`src/rtl/moore_sequence_generator.sv`:
```
// Moore serial pattern transmitter: sends PAT MSB-first rep_cnt times, with optional idle gaps.
// Build option: define SEQ_GEN_OVERLAP_EN to let gap-less repetitions share the MSB/LSB bit.
module moore_sequence_generator #(
  parameter int                PAT_W = 4,
  parameter logic [PAT_W-1:0]  PAT   = 4'b1001,
  parameter int                REP_W = 4,
  parameter int                GAP_W = 3
) (
  input  logic             clk,
  input  logic             rst,
  input  logic             start,
  input  logic [REP_W-1:0] rep_cnt,
  input  logic [GAP_W-1:0] gap,
  output logic             x,
  output logic             x_valid,
  output logic             busy,
  output logic             done
);

  localparam int IDX_W = $clog2(PAT_W);
  localparam logic [IDX_W-1:0] IDX_TOP = IDX_W'(PAT_W - 1);
`ifdef SEQ_GEN_OVERLAP_EN
  localparam logic [IDX_W-1:0] IDX_RELOAD = IDX_W'(PAT_W - 2);
`else
  localparam logic [IDX_W-1:0] IDX_RELOAD = IDX_TOP;
`endif

  typedef enum logic [1:0] {S_IDLE, S_SEND, S_GAP, S_DONE} state_t;

  state_t           state_q;
  logic [IDX_W-1:0] idx_q;
  logic [REP_W-1:0] rep_q;
  logic [GAP_W-1:0] gap_q;
  logic [GAP_W-1:0] gap_cnt_q;
  logic             x_q;
  logic             x_valid_q;
  logic             busy_q;
  logic             done_q;
  logic [IDX_W-1:0] idx_d;

  assign idx_d = idx_q - IDX_W'(1);

  // Outputs are registered alongside the state so each reflects the state being entered.
  always_ff @(posedge clk) begin
    if (!rst) begin
      state_q   <= S_IDLE;
      idx_q     <= '0;
      rep_q     <= '0;
      gap_q     <= '0;
      gap_cnt_q <= '0;
      x_q       <= 1'b0;
      x_valid_q <= 1'b0;
      busy_q    <= 1'b0;
      done_q    <= 1'b0;
    end else begin
      x_q       <= 1'b0;
      x_valid_q <= 1'b0;
      busy_q    <= 1'b0;
      done_q    <= 1'b0;
      case (state_q)
        S_IDLE: begin
          if (start) begin
            rep_q <= rep_cnt;
            gap_q <= gap;
            if (rep_cnt != '0) begin
              state_q   <= S_SEND;
              idx_q     <= IDX_TOP;
              x_q       <= PAT[IDX_TOP];
              x_valid_q <= 1'b1;
              busy_q    <= 1'b1;
            end else begin
              state_q <= S_DONE;
              done_q  <= 1'b1;
            end
          end
        end
        S_SEND: begin
          busy_q <= 1'b1;
          if (idx_q != '0) begin
            idx_q     <= idx_d;
            x_q       <= PAT[idx_d];
            x_valid_q <= 1'b1;
          end else if (rep_q > REP_W'(1)) begin
            rep_q <= rep_q - REP_W'(1);
            if (gap_q != '0) begin
              state_q   <= S_GAP;
              gap_cnt_q <= gap_q;
            end else begin
              idx_q     <= IDX_RELOAD;
              x_q       <= PAT[IDX_RELOAD];
              x_valid_q <= 1'b1;
            end
          end else begin
            rep_q   <= '0;
            state_q <= S_DONE;
            busy_q  <= 1'b0;
            done_q  <= 1'b1;
          end
        end
        S_GAP: begin
          busy_q <= 1'b1;
          // The last gap cycle already launches the MSB of the next repetition.
          if (gap_cnt_q <= GAP_W'(1)) begin
            gap_cnt_q <= '0;
            state_q   <= S_SEND;
            idx_q     <= IDX_TOP;
            x_q       <= PAT[IDX_TOP];
            x_valid_q <= 1'b1;
          end else begin
            gap_cnt_q <= gap_cnt_q - GAP_W'(1);
          end
        end
        S_DONE: begin
          state_q <= S_IDLE;
        end
        default: begin
          state_q <= S_IDLE;
        end
      endcase
    end
  end

  assign x       = x_q;
  assign x_valid = x_valid_q;
  assign busy    = busy_q;
  assign done    = done_q;

endmodule
```
`config.mk`:
```
export PLATFORM = sky130hd
export DESIGN_NAME = moore_sequence_generator
export DESIGN_NICKNAME = d
export VERILOG_FILES = /design/src/rtl/moore_sequence_generator.sv
export SDC_FILE = /design/constraint.sdc
export NUM_CORES = 1
export LEC_CHECK = 0
export CAP_MARGIN = 20
export CORE_AREA = 2 2 47 49
export CTS_CLUSTER_SIZE = 20
export DETAILED_ROUTE_END_ITERATION = 8
export DIE_AREA = 0 0 49 51
export PLACE_DENSITY = 0.78
export SYNTH_ARGS = -nofsm -noshare
export SYNTH_HDL_FRONTEND = slang
export SYNTH_SLANG_ARGS = --single-unit
export TNS_END_PERCENT = 30
```
`constraint.sdc`:
```
create_clock -name clk -period 3.33 [get_ports clk]
set_clock_uncertainty 0.2 [all_clocks]
set_input_delay 0.666 -clock clk [delete_from_list [all_inputs] [get_ports clk]]
set_output_delay 0.666 -clock clk [all_outputs]
set_load 0.02 [all_outputs]
```
==> results.json, run 1 <==
{
  "hold_viol": 0,
  "slew_headroom_pct": 70.4,
  "clock_latency_ps": 310,
  "num_vias": 922,
  "ir_worst_vdd_v": 0.000538,
  "cts_hold_buf": 0,
  "worstMarginPinSlew_ps": 443,
  "reg2reg_setup_slack_ps": 1360,
  "rsz0062_at_grt": "false",
  "die_x_um": 49,
  "arrival_ps": 2080,
  "required_ps": 3310,
  "post-route-period-util_pct": 63.0,
  "die_area_um2": 2500,
  "grt_pass1_vias": 897,
  "outcome": "completed",
  "synth_top_family_by_area": "compound AO/OA/AOI/OAI gates",
  "dp_hpwl_um": 1670,
  "slowest_stage": "clkdlybuf4s50_1",
  "use_met1_pct": 23.6,
  "whs_path_depth": 2,
  "overflow": 0,
  "synthAdderAreaFrac_pct": 5.88,
  "layout_common_cells": "18 x dfxtp_1, 13 x clkdlybuf4s50_1, 9 x inv_1, 9 x a21oi_1",
  "ant_nets": 0,
  "critical_path_class": "in2reg",
  "synth_xor_area_share_pct": 1.65,
  "grt_antenna_before_repair": 0,
  "first_pass_iters": 4,
  "synthesis.area_um2": 1060,
  "syn_inst": 124,
  "syn_nets": 139,
  "start_util_pct": 51.6,
  "leakagePower_nw": 0.475,
  "antenna_cells": 0,
  "clk_pin_slew_worst_paths_ps": 90,
  "synth_top_cell_area_share_pct": 33.8,
  "grt_usage_pct": 20.8,
  "yosys.area_share.simple_pct": 21.9,
  "grt_util_met2_pct": 36.1,
  "slowest_delay_ps": 440,
  "finalInstanceArea_um2": 1230,
  "grt_use_met3_pct": 2.92,
  "cts_max_level": 1,
  "top_usage_layer": "met2",
  "synthTopCellsByArea": "dfxtp_1 34%, ha_1 5.9%, a21oi_1 4.2%, mux2i_1 3.8%, inv_1 3.2%",
  "hp-start": "idx_q[1]",
  "async_flop_share_pct": 0,
  "drt_iter0_drc": 24,
  "holdCritPathClass": "reg2reg",
  "cts_tree": "built",
  "cts.sinks": 18,
  "drt_wl_total_um": 2190,
  "die_y_um": 51,
  "via_per_inst": 5.66,
  "numCtsBuffers": 3,
  "startpoint_type": "input pin",
  "tns_ps": 0,
  "num_rows": 17,
  "cts-resized-gates": 0,
  "nNetsFinal": 152,
  "yosysUniqueCellTypes": 40,
  "cp_max_fo": 4,
  "area_growth_pct": 15.5,
  "min_period_ps": 2100,
  "timing.fmax_ghz": 0.476,
  "synth_flop_cell": "dfxtp_1",
  "holdPathEnd": "idx_q[1]",
  "dpl-instance-area_um2": 1210,
  "grt_pass1_wl_um": 3880,
  "io_buffer_count": 13,
  "synth_warnings": 0,
  "synth-compound-area-share_pct": 27.7,
  "rr_worst_depth": 6,
  "drv_slew": 0,
  "drc": 0,
  "synth_mux_area_share_pct": 3.76,
  "cts_setup_buffers": 0,
  "num_io_pins": 14,
  "r2r_start": "rep_q[0]",
  "seq_area_frac_synth_pct": 33.8,
  "p_per_area_nw_per_um2": 659,
  "avgSynthCellArea_um2": 8.59,
  "synth-edff-count": 0,
  "end_kind": "register",
  "synth-seq-cells": 18,
  "drv_cap": 0,
  "core_area_um2": 2060,
  "clockBufferDepth": 2,
  "drive_gt1_share_pct": 11.1,
  "critPathBufInv": 1,
  "place_congestion": 0.788,
  "crit_family": "simple AND/OR/NAND/NOR gates",
  "r2r-end": "gap_cnt_q[2]",
  "cts-root-buf": "clkbuf_4",
  "wire_per_inst_um": 13.4,
  "final_common_cell": "dfxtp_1",
  "synth_area_leader_cell": "dfxtp_1",
  "grt_max_degree": 16,
  "crit_chain": "clkdlybuf4s50_1 > nor4_2 > nor2_1 > o21bai_1 > a31oi_1",
  "setup_viol_count_final": 0
}
-- registers in the layout, indices dropped and copies added, names as in the netlist --
signal and cells:
rep_q 4, state_q 2, x_valid 1, gap_cnt_q 3, gap_q 3, idx_q 2, x 1, busy 1
done 1
-- per-stage QoR --
stage	hold slack, ps	total power, mW	utilization, %	setup WS (ps)	instances
after floorplan	252	0.610	-	1530	124
after global placement	275	0.687	58.5	972	160
after detailed placement	285	0.702	58.5	929	160
after CTS	299	0.814	59.6	1230	163
after global routing	328	0.873	59.6	1120	163
final	293	0.811	59.6	1230	163
-- synth_stat cells, drive strengths merged (3+ instances only) --
cell     n
nor2     9
mux2i    4
o21ai    7
nor3     5
a311oi   3
inv      9
nor2b    3
and3     3
nand3b   3
a21oi   11
buf      3
a22oi    3
a31oi    3
nand2b   4
nand2    8
ha       5
dfxtp   18
-- worst max-delay path by stage --
stage	start	endpoint	slack (ps)	cells past startpoint
2_1_floorplan	rep_q[0]	gap_cnt_q[2]	1530	6
3_5_place_dp	rep_cnt[1]	idx_q[1]	930	5
5_1_grt	rep_cnt[1]	idx_q[1]	1120	5
4_1_cts	busy	busy	1230	1
6_report	rep_cnt[1]	idx_q[0]	1230	5
3_3_place_gp	rep_cnt[1]	idx_q[1]	970	5
-- worst reg2reg max path, cell delays in order, from the launching register on --
cell     delay [ps]
dfxtp_1         390
inv_1            80
ha_1            230
or2_4           300
a21oi_4         270
a31oi_1         120
o31a_1          290
-- per-layer routing --
metal | routed length, um | part of all wire [%]
met5 | 0 | 0
met4 | 38 | 1.7
met3 | 110 | 5.0
met2 | 1070 | 49
met1 | 961 | 44
-- logic make-up (layout without fill, tap and decap cells) --
logic type      after synthesis  count (layout)
flops                        18              18
simple gates                 41              41
fa+ha+maj                     5               5
buf+inv                      14              25
mux                           4               4
xor+xnor                      2               2
compound gates               40              40
-- power by group --
| group | switching (mW) | internal, mW | total (mW) | leakage, nW |
|---|---|---|---|---|
| Combinational | 0.220 | 0.171 | 0.391 | 0.313 |
| Clock | 0.0695 | 0.0423 | 0.112 | 0.0138 |
| Sequential | 0.0461 | 0.262 | 0.308 | 0.148 |
| Total | 0.336 | 0.475 | 0.811 | 0.475 |
-- cell type report --
type,count,area (um^2)
fill,197,833
sequential,18,360
timing repair buffer,13,130
inverter,9,33.8
clock buffer,3,22.5
multi-input combinational,92,648
tap,28,35.0
(Power assumes the default switching activity.)
==> run 2: changes to the inputs <==
--- a/config.mk
+++ b/config.mk
@@ -6,11 +6,11 @@
 export NUM_CORES = 1
 export LEC_CHECK = 0
 export CAP_MARGIN = 20
-export CORE_AREA = 2 2 47 49
+export CORE_AREA = 2 2 51 53
 export CTS_CLUSTER_SIZE = 20
 export DETAILED_ROUTE_END_ITERATION = 8
-export DIE_AREA = 0 0 49 51
-export PLACE_DENSITY = 0.78
+export DIE_AREA = 0 0 53 55
+export PLACE_DENSITY = 0.7
 export SYNTH_ARGS = -nofsm -noshare
 export SYNTH_HDL_FRONTEND = slang
 export SYNTH_SLANG_ARGS = --single-unit
==> constraint.sdc (replaced) <==
create_clock -name clk -period 1.7 [get_ports clk]
set_clock_uncertainty 0.2 [all_clocks]
set_input_delay 0.34 -clock clk [delete_from_list [all_inputs] [get_ports clk]]
set_output_delay 0.34 -clock clk [all_outputs]
set_load 0.02 [all_outputs]
==> run 2 against run 1 <==
Compared with the run above:
- the run now ends with negative setup slack left
- wire length rose by 10%
- non-clock buffer count rose by 20
- cell count rose by 13%
- critical path type is now reg2reg
- largest cell class unchanged
==> results.json, run 2 (same netlist as run 1, synthesis figures left out) <==
{
  "combPwrFrac_pct": 56.7,
  "grt_max_degree": 13,
  "drc": 0,
  "p_int_mw": 1.12,
  "power.switching_mw": 0.725,
  "crit_chain": "inv_2 > ha_4 > or2_4 > a21oi_4 > buf_6 > and3_2 > o31a_1",
  "cts.sinks": 18,
  "multiInputGateArea_um2": 696,
  "clock_latency_ps": 290,
  "critical_path_class": "reg2reg",
  "fill_cells": 219,
  "ant_nets": 0,
  "die_y_um": 55,
  "dp_hpwl_um": 1780,
  "nNetsFinal": 172,
  "grt_pass1_vias": 955,
  "ir_worst_vdd_v": 0.000879,
  "failed_checks": "negative setup slack",
  "min_period_ps": 1750,
  "p_per_area_nw_per_um2": 1290,
  "slowest_stage": "dfxtp_2",
  "stdcell_count": 185,
  "via_per_inst": 5.47,
  "hold_viol": 0,
  "setup_viol_count_final": 6,
  "first_pass_iters": 4,
  "numCtsBuffers": 3,
  "drt_wl_total_um": 2410,
  "grt_antenna_before_repair": 0,
  "cts_tree": "built",
  "grt_pass1_wl_um": 3960,
  "slew_headroom_pct": 81.9,
  "drt_iter0_drc": 17,
  "largest_reg_flops": 4,
  "cts_max_level": 1,
  "die_x_um": 53,
  "num_io_pins": 14,
  "seq_area_um2": 364,
  "cts_hold_buf": 0,
  "largestRegisters": "rep_q x4, gap_cnt_q x3, gap_q x3",
  "start_util_pct": 45.0,
  "layout_common_cells": "19 x buf_4, 15 x dfxtp_1, 9 x a21oi_1, 9 x clkdlybuf4s50_1, 8 x nand2_1",
  "timing.fmax_ghz": 0.572,
  "io_buffer_count": 13,
  "outcome": "complete, but fails checks",
  "num_rows": 18,
  "netSwitchingFraction_pct": 39.3,
  "wire_per_inst_um": 13.0,
  "overflow": 0,
  "leakagePower_nw": 0.591,
  "dp_cells": 177,
  "startpoint_type": "register",
  "cp_max_fo": 5,
  "drv_slew": 0,
  "final_common_cell": "buf_4",
  "arrival_ps": 1790,
  "num_vias": 1012,
  "grt_usage_pct": 18.7,
  "area_growth_pct": 34.5,
  "core_area_um2": 2360,
  "fin_util_pct": 60.6,
  "slowest_delay_ps": 360,
  "clockBufferDepth": 2,
  "post-route-period-util_pct": 103,
  "p_clk_share_pct": 11.6,
  "place_congestion": 0.815,
  "largest_register": "rep_q",
  "setup_ws_ps": -48.2,
  "rsz0062_at_grt": "true",
  "antenna_cells": 0,
  "die_area_um2": 2920,
  "required_ps": 1740,
  "cts-root-buf": "clkbuf_4",
  "pwr-share-seq_pct": 31.7,
  "end_kind": "register",
  "drive_gt1_share_pct": 29.7,
  "clk_pin_slew_worst_paths_ps": 100,
  "holdCritPathClass": "reg2reg",
  "drv_cap": 0,
  "worstMarginPinSlew_ps": 270
}
[run 2: changes by cell type in the layout (fill, tap and decap cells not counted), moves of 3 or more]
cell,change
buf_4,+19
clkdlybuf4s50_1,-4
dfxtp_1,-3
dfxtp_2,+3
dlygate4sd2_1,+4
[run 2: final cells by class]
type,count,area share (%)
Timing Repair Buffer,33,19.5
Sequential cell,18,25.4
Multi-Input combinational cell,92,48.6
Clock buffer,3,1.57
Tap cell,30,2.62
Inverter,9,2.36
[run 2: path summary, 6_finish.rpt]
check	slack [ps]	depth (start not counted)	end	start
worst min-delay path	330	2	gap_q[0]	gap_q[0]
worst min register to register	330	2	gap_q[0]	gap_q[0]
worst max register to register	-50	7	gap_cnt_q[0]	rep_q[0]
worst max-delay path	-50	7	gap_cnt_q[0]	rep_q[0]
[run 2: critical path, delay by kind of cell (launching register included)]
kind / cells / cell delay [ps]
AO/OA/AOI/OAI: 2 / 360
adder cells (fa/ha/maj): 1 / 150
buffers and inverters: 2 / 180
flip-flops: 1 / 360
AND/OR/NAND/NOR: 2 / 450
[run 2: metal layers]
layer  track usage, %  part of all wire [%]
met1             23.5                    46
met2             31.3                    48
met3             2.69                   3.6
met4             9.83                   2.1
met5                0                     0
[run 2: power by group through the flow]
stage               Sequential (mW)  Combinational [mW]  Clock (mW)
floorplan                     0.605               0.595           0
global placement              0.588               0.896           0
detailed placement            0.589               0.914           0
CTS                           0.581               0.918       0.225
global route                  0.596                1.15       0.243
finish                        0.584                1.05       0.215
[run 2: what timing repair did]
action                     in CTS  in global routing
pin swaps                       1                  7
gates resized for setup         8                  9
buffers inserted                0                  5
setup endpoints to repair      12                 13
[run 2: stage by stage]
step	total power, mW	area [um^2]	setup TNS [ps]	setup slack, ps	hold WS (ps)
floorplan	1.20	1070	0	2.91	252
global placement	1.48	1330	-1850	-210	272
detailed placement	1.50	1330	-2230	-249	279
CTS	1.72	1360	-169	-65.2	298
global route	1.99	1430	-636	-122	386
finish	1.84	1430	-136	-48.2	332
==> run 3: changes to the inputs <==
--- a/config.mk
+++ b/config.mk
@@ -11,6 +11,7 @@
 export DETAILED_ROUTE_END_ITERATION = 8
 export DIE_AREA = 0 0 53 55
 export PLACE_DENSITY = 0.7
+export SLEW_MARGIN = 15
 export SYNTH_ARGS = -nofsm -noshare
 export SYNTH_HDL_FRONTEND = slang
 export SYNTH_SLANG_ARGS = --single-unit
==> constraint.sdc (replaced) <==
create_clock -name clk -period 1.7 [get_ports clk]
set_clock_uncertainty 0.2 [all_clocks]
set_input_delay 0.34 -clock clk [delete_from_list [all_inputs] [get_ports clk]]
set_output_delay 0.34 -clock clk [all_outputs]
set_load 0.05 [all_outputs]
==> run 3 against run 2 <==
Compared with the run above:
- the run still ends with negative setup slack left
- combinational power rose by 4%
- total power up 3.4%
- global-route usage is 1.1 points higher
- maximum frequency down 1.9%
- sequential power grew 3.4%
- first-iteration DRC count is 65% higher
- largest power group unchanged
- highest routed layer unchanged
==> results.json, run 3 (same netlist as run 1, synthesis figures left out) <==
{
  "grt_use_met3_pct": 2.69,
  "cts.sinks": 18,
  "holdPathEnd": "idx_q[1]",
  "grt_antenna_before_repair": 0,
  "io_buffer_count": 13,
  "outcome": "complete, but fails checks",
  "holdCritPathClass": "reg2reg",
  "start_util_pct": 45.0,
  "largest_reg_flops": 4,
  "stdcell_count": 181,
  "cts-root-buf": "clkbuf_4",
  "numCtsBuffers": 3,
  "cts_tree": "built",
  "slew_headroom_pct": 82.0,
  "min_period_ps": 1780,
  "top_usage_layer": "met2",
  "num_vias": 1027,
  "critPathBufInv": 1,
  "drc": 0,
  "num_io_pins": 14,
  "die_x_um": 53,
  "die_area_um2": 2920,
  "core_area_um2": 2360,
  "r2r-end": "gap_cnt_q[2]",
  "largestRegisters": "rep_q x4, gap_cnt_q x3, gap_q x3",
  "worstMarginPinSlew_ps": 268,
  "r2r_start": "rep_q[0]",
  "dp_hpwl_um": 1890,
  "wire_per_inst_um": 13.7,
  "overflow": 0,
  "post-route-period-util_pct": 105,
  "use_met1_pct": 22.8,
  "place_congestion": 0.816,
  "required_ps": 1690,
  "ant_nets": 0,
  "nNetsFinal": 168,
  "power_mw": 1.91,
  "hold_viol": 0,
  "drv_slew": 0,
  "crit_family": "compound AO/OA/AOI/OAI gates",
  "crit_chain": "inv_4 > ha_4 > or2_4 > a21oi_4 > a31oi_1 > o31a_1",
  "largest_register": "rep_q",
  "end_kind": "register",
  "dp_cells": 177,
  "final_common_cell": "dfxtp_1",
  "grt_max_degree": 13,
  "setup_viol_count_final": 6,
  "fill_cells": 225,
  "grt_pass1_wl_um": 4210,
  "leakagePower_nw": 0.579,
  "p_per_area_nw_per_um2": 1330,
  "drive_gt1_share_pct": 29.1,
  "antenna_cells": 0,
  "critical_path_class": "reg2reg",
  "timing.fmax_ghz": 0.561,
  "drv_cap": 0,
  "failed_checks": "negative setup slack",
  "slowest_delay_ps": 390,
  "arrival_ps": 1770,
  "first_pass_iters": 4,
  "drt_wl_total_um": 2480,
  "cp_max_fo": 5,
  "die_y_um": 55,
  "via_per_inst": 5.67,
  "grt_util_met2_pct": 36.0,
  "clockBufferDepth": 2,
  "cts_max_level": 1,
  "clk_pin_slew_worst_paths_ps": 100,
  "rsz0062_at_grt": "true",
  "rr_worst_depth": 6,
  "grt_usage_pct": 19.8,
  "whs_path_depth": 2,
  "drt_iter0_drc": 28,
  "startpoint_type": "register",
  "clock_latency_ps": 290,
  "ir_worst_vdd_v": 0.000775,
  "slowest_stage": "dfxtp_4",
  "setup_ws_ps": -82.4,
  "reg2reg_setup_slack_ps": -80,
  "num_rows": 18,
  "hp-start": "idx_q[1]",
  "grt_pass1_vias": 979,
  "area_growth_pct": 34.9,
  "layout_common_cells": "16 x dfxtp_1, 15 x buf_4, 9 x a21oi_1, 9 x clkdlybuf4s50_1, 8 x nand2_1"
}
run 3: cell count changes in the layout (fill, tap and decap cells not counted), sizes merged:
cell | previous run | this run
dlygate4sd2 | 4 | 0
run 3: worst max-delay path by stage:
stage / start / to / slack [ps] / cells after the start
floorplan: rep_q[0] / gap_cnt_q[2] / 3 / 6
global placement: rep_cnt[1] / idx_q[1] / -200 / 5
detailed placement: rep_cnt[1] / x_valid / -280 / 5
CTS: rep_q[0] / gap_cnt_q[0] / -70 / 7
global route: rep_q[0] / gap_cnt_q[2] / -160 / 6
finish: rep_q[0] / gap_cnt_q[2] / -80 / 6
run 3: worst register-to-register path, delay by kind of cell (launching register included):
family	cells	cell delay [ps]
compound gates	3	620
fa+ha+maj	1	140
buf+inv	1	40
flops	1	390
simple gates	1	290
run 3: final cells by class:
| cell class | count | area [um^2] | area share (%) |
|---|---|---|---|
| flip-flops and latches | 18 | 365 | 25.4 |
| repair buffers | 29 | 294 | 20.5 |
| inverters | 9 | 36.3 | 2.53 |
| multi-input cells | 92 | 681 | 47.4 |
| clock buffers | 3 | 22.5 | 1.57 |
| well taps | 30 | 37.5 | 2.61 |
run 3: per-layer routing:
layer / wire length, um / part of all wire (%) / vias up
met5: 0 / 0 / -
met4: 65 / 2.6 / 0
met3: 80 / 3.2 / 6
met2: 1270 / 51 / 23
met1: 1070 / 43 / 493
li1: - / - / 505
run 3: power by group:
| group | internal [mW] | switching [mW] | total, mW |
|---|---|---|---|
| logic | 0.524 | 0.565 | 1.09 |
| registers | 0.519 | 0.0843 | 0.604 |
| clock network | 0.0825 | 0.132 | 0.214 |
run 3: repair_timing:
item | in CTS | in global routing
pin swaps | 2 | 6
gates resized for setup | 3 | 9
endpoints found under the setup margin | 9 | 13
hold buffers | 0 | 0
endpoints found under the hold margin | 0 | 0
buffers inserted | 0 | 1
run 3: per-stage QoR:
| stage | hold slack (ps) | TNS (ps) | instance area (um^2) | util, % | setup slack (ps) |
|---|---|---|---|---|---|
| 5_1_grt | 361 | -930 | 1440 | 60.7 | -156 |
| 2_1_floorplan | 252 | 0 | 1070 | - | 2.91 |
| 3_3_place_gp | 270 | -1800 | 1370 | 57.8 | -200 |
| 6_report | 307 | -228 | 1440 | 60.7 | -82.4 |
| 3_5_place_dp | 283 | -2490 | 1370 | 57.8 | -278 |
| 4_1_cts | 302 | -221 | 1400 | 59.2 | -74.3 |
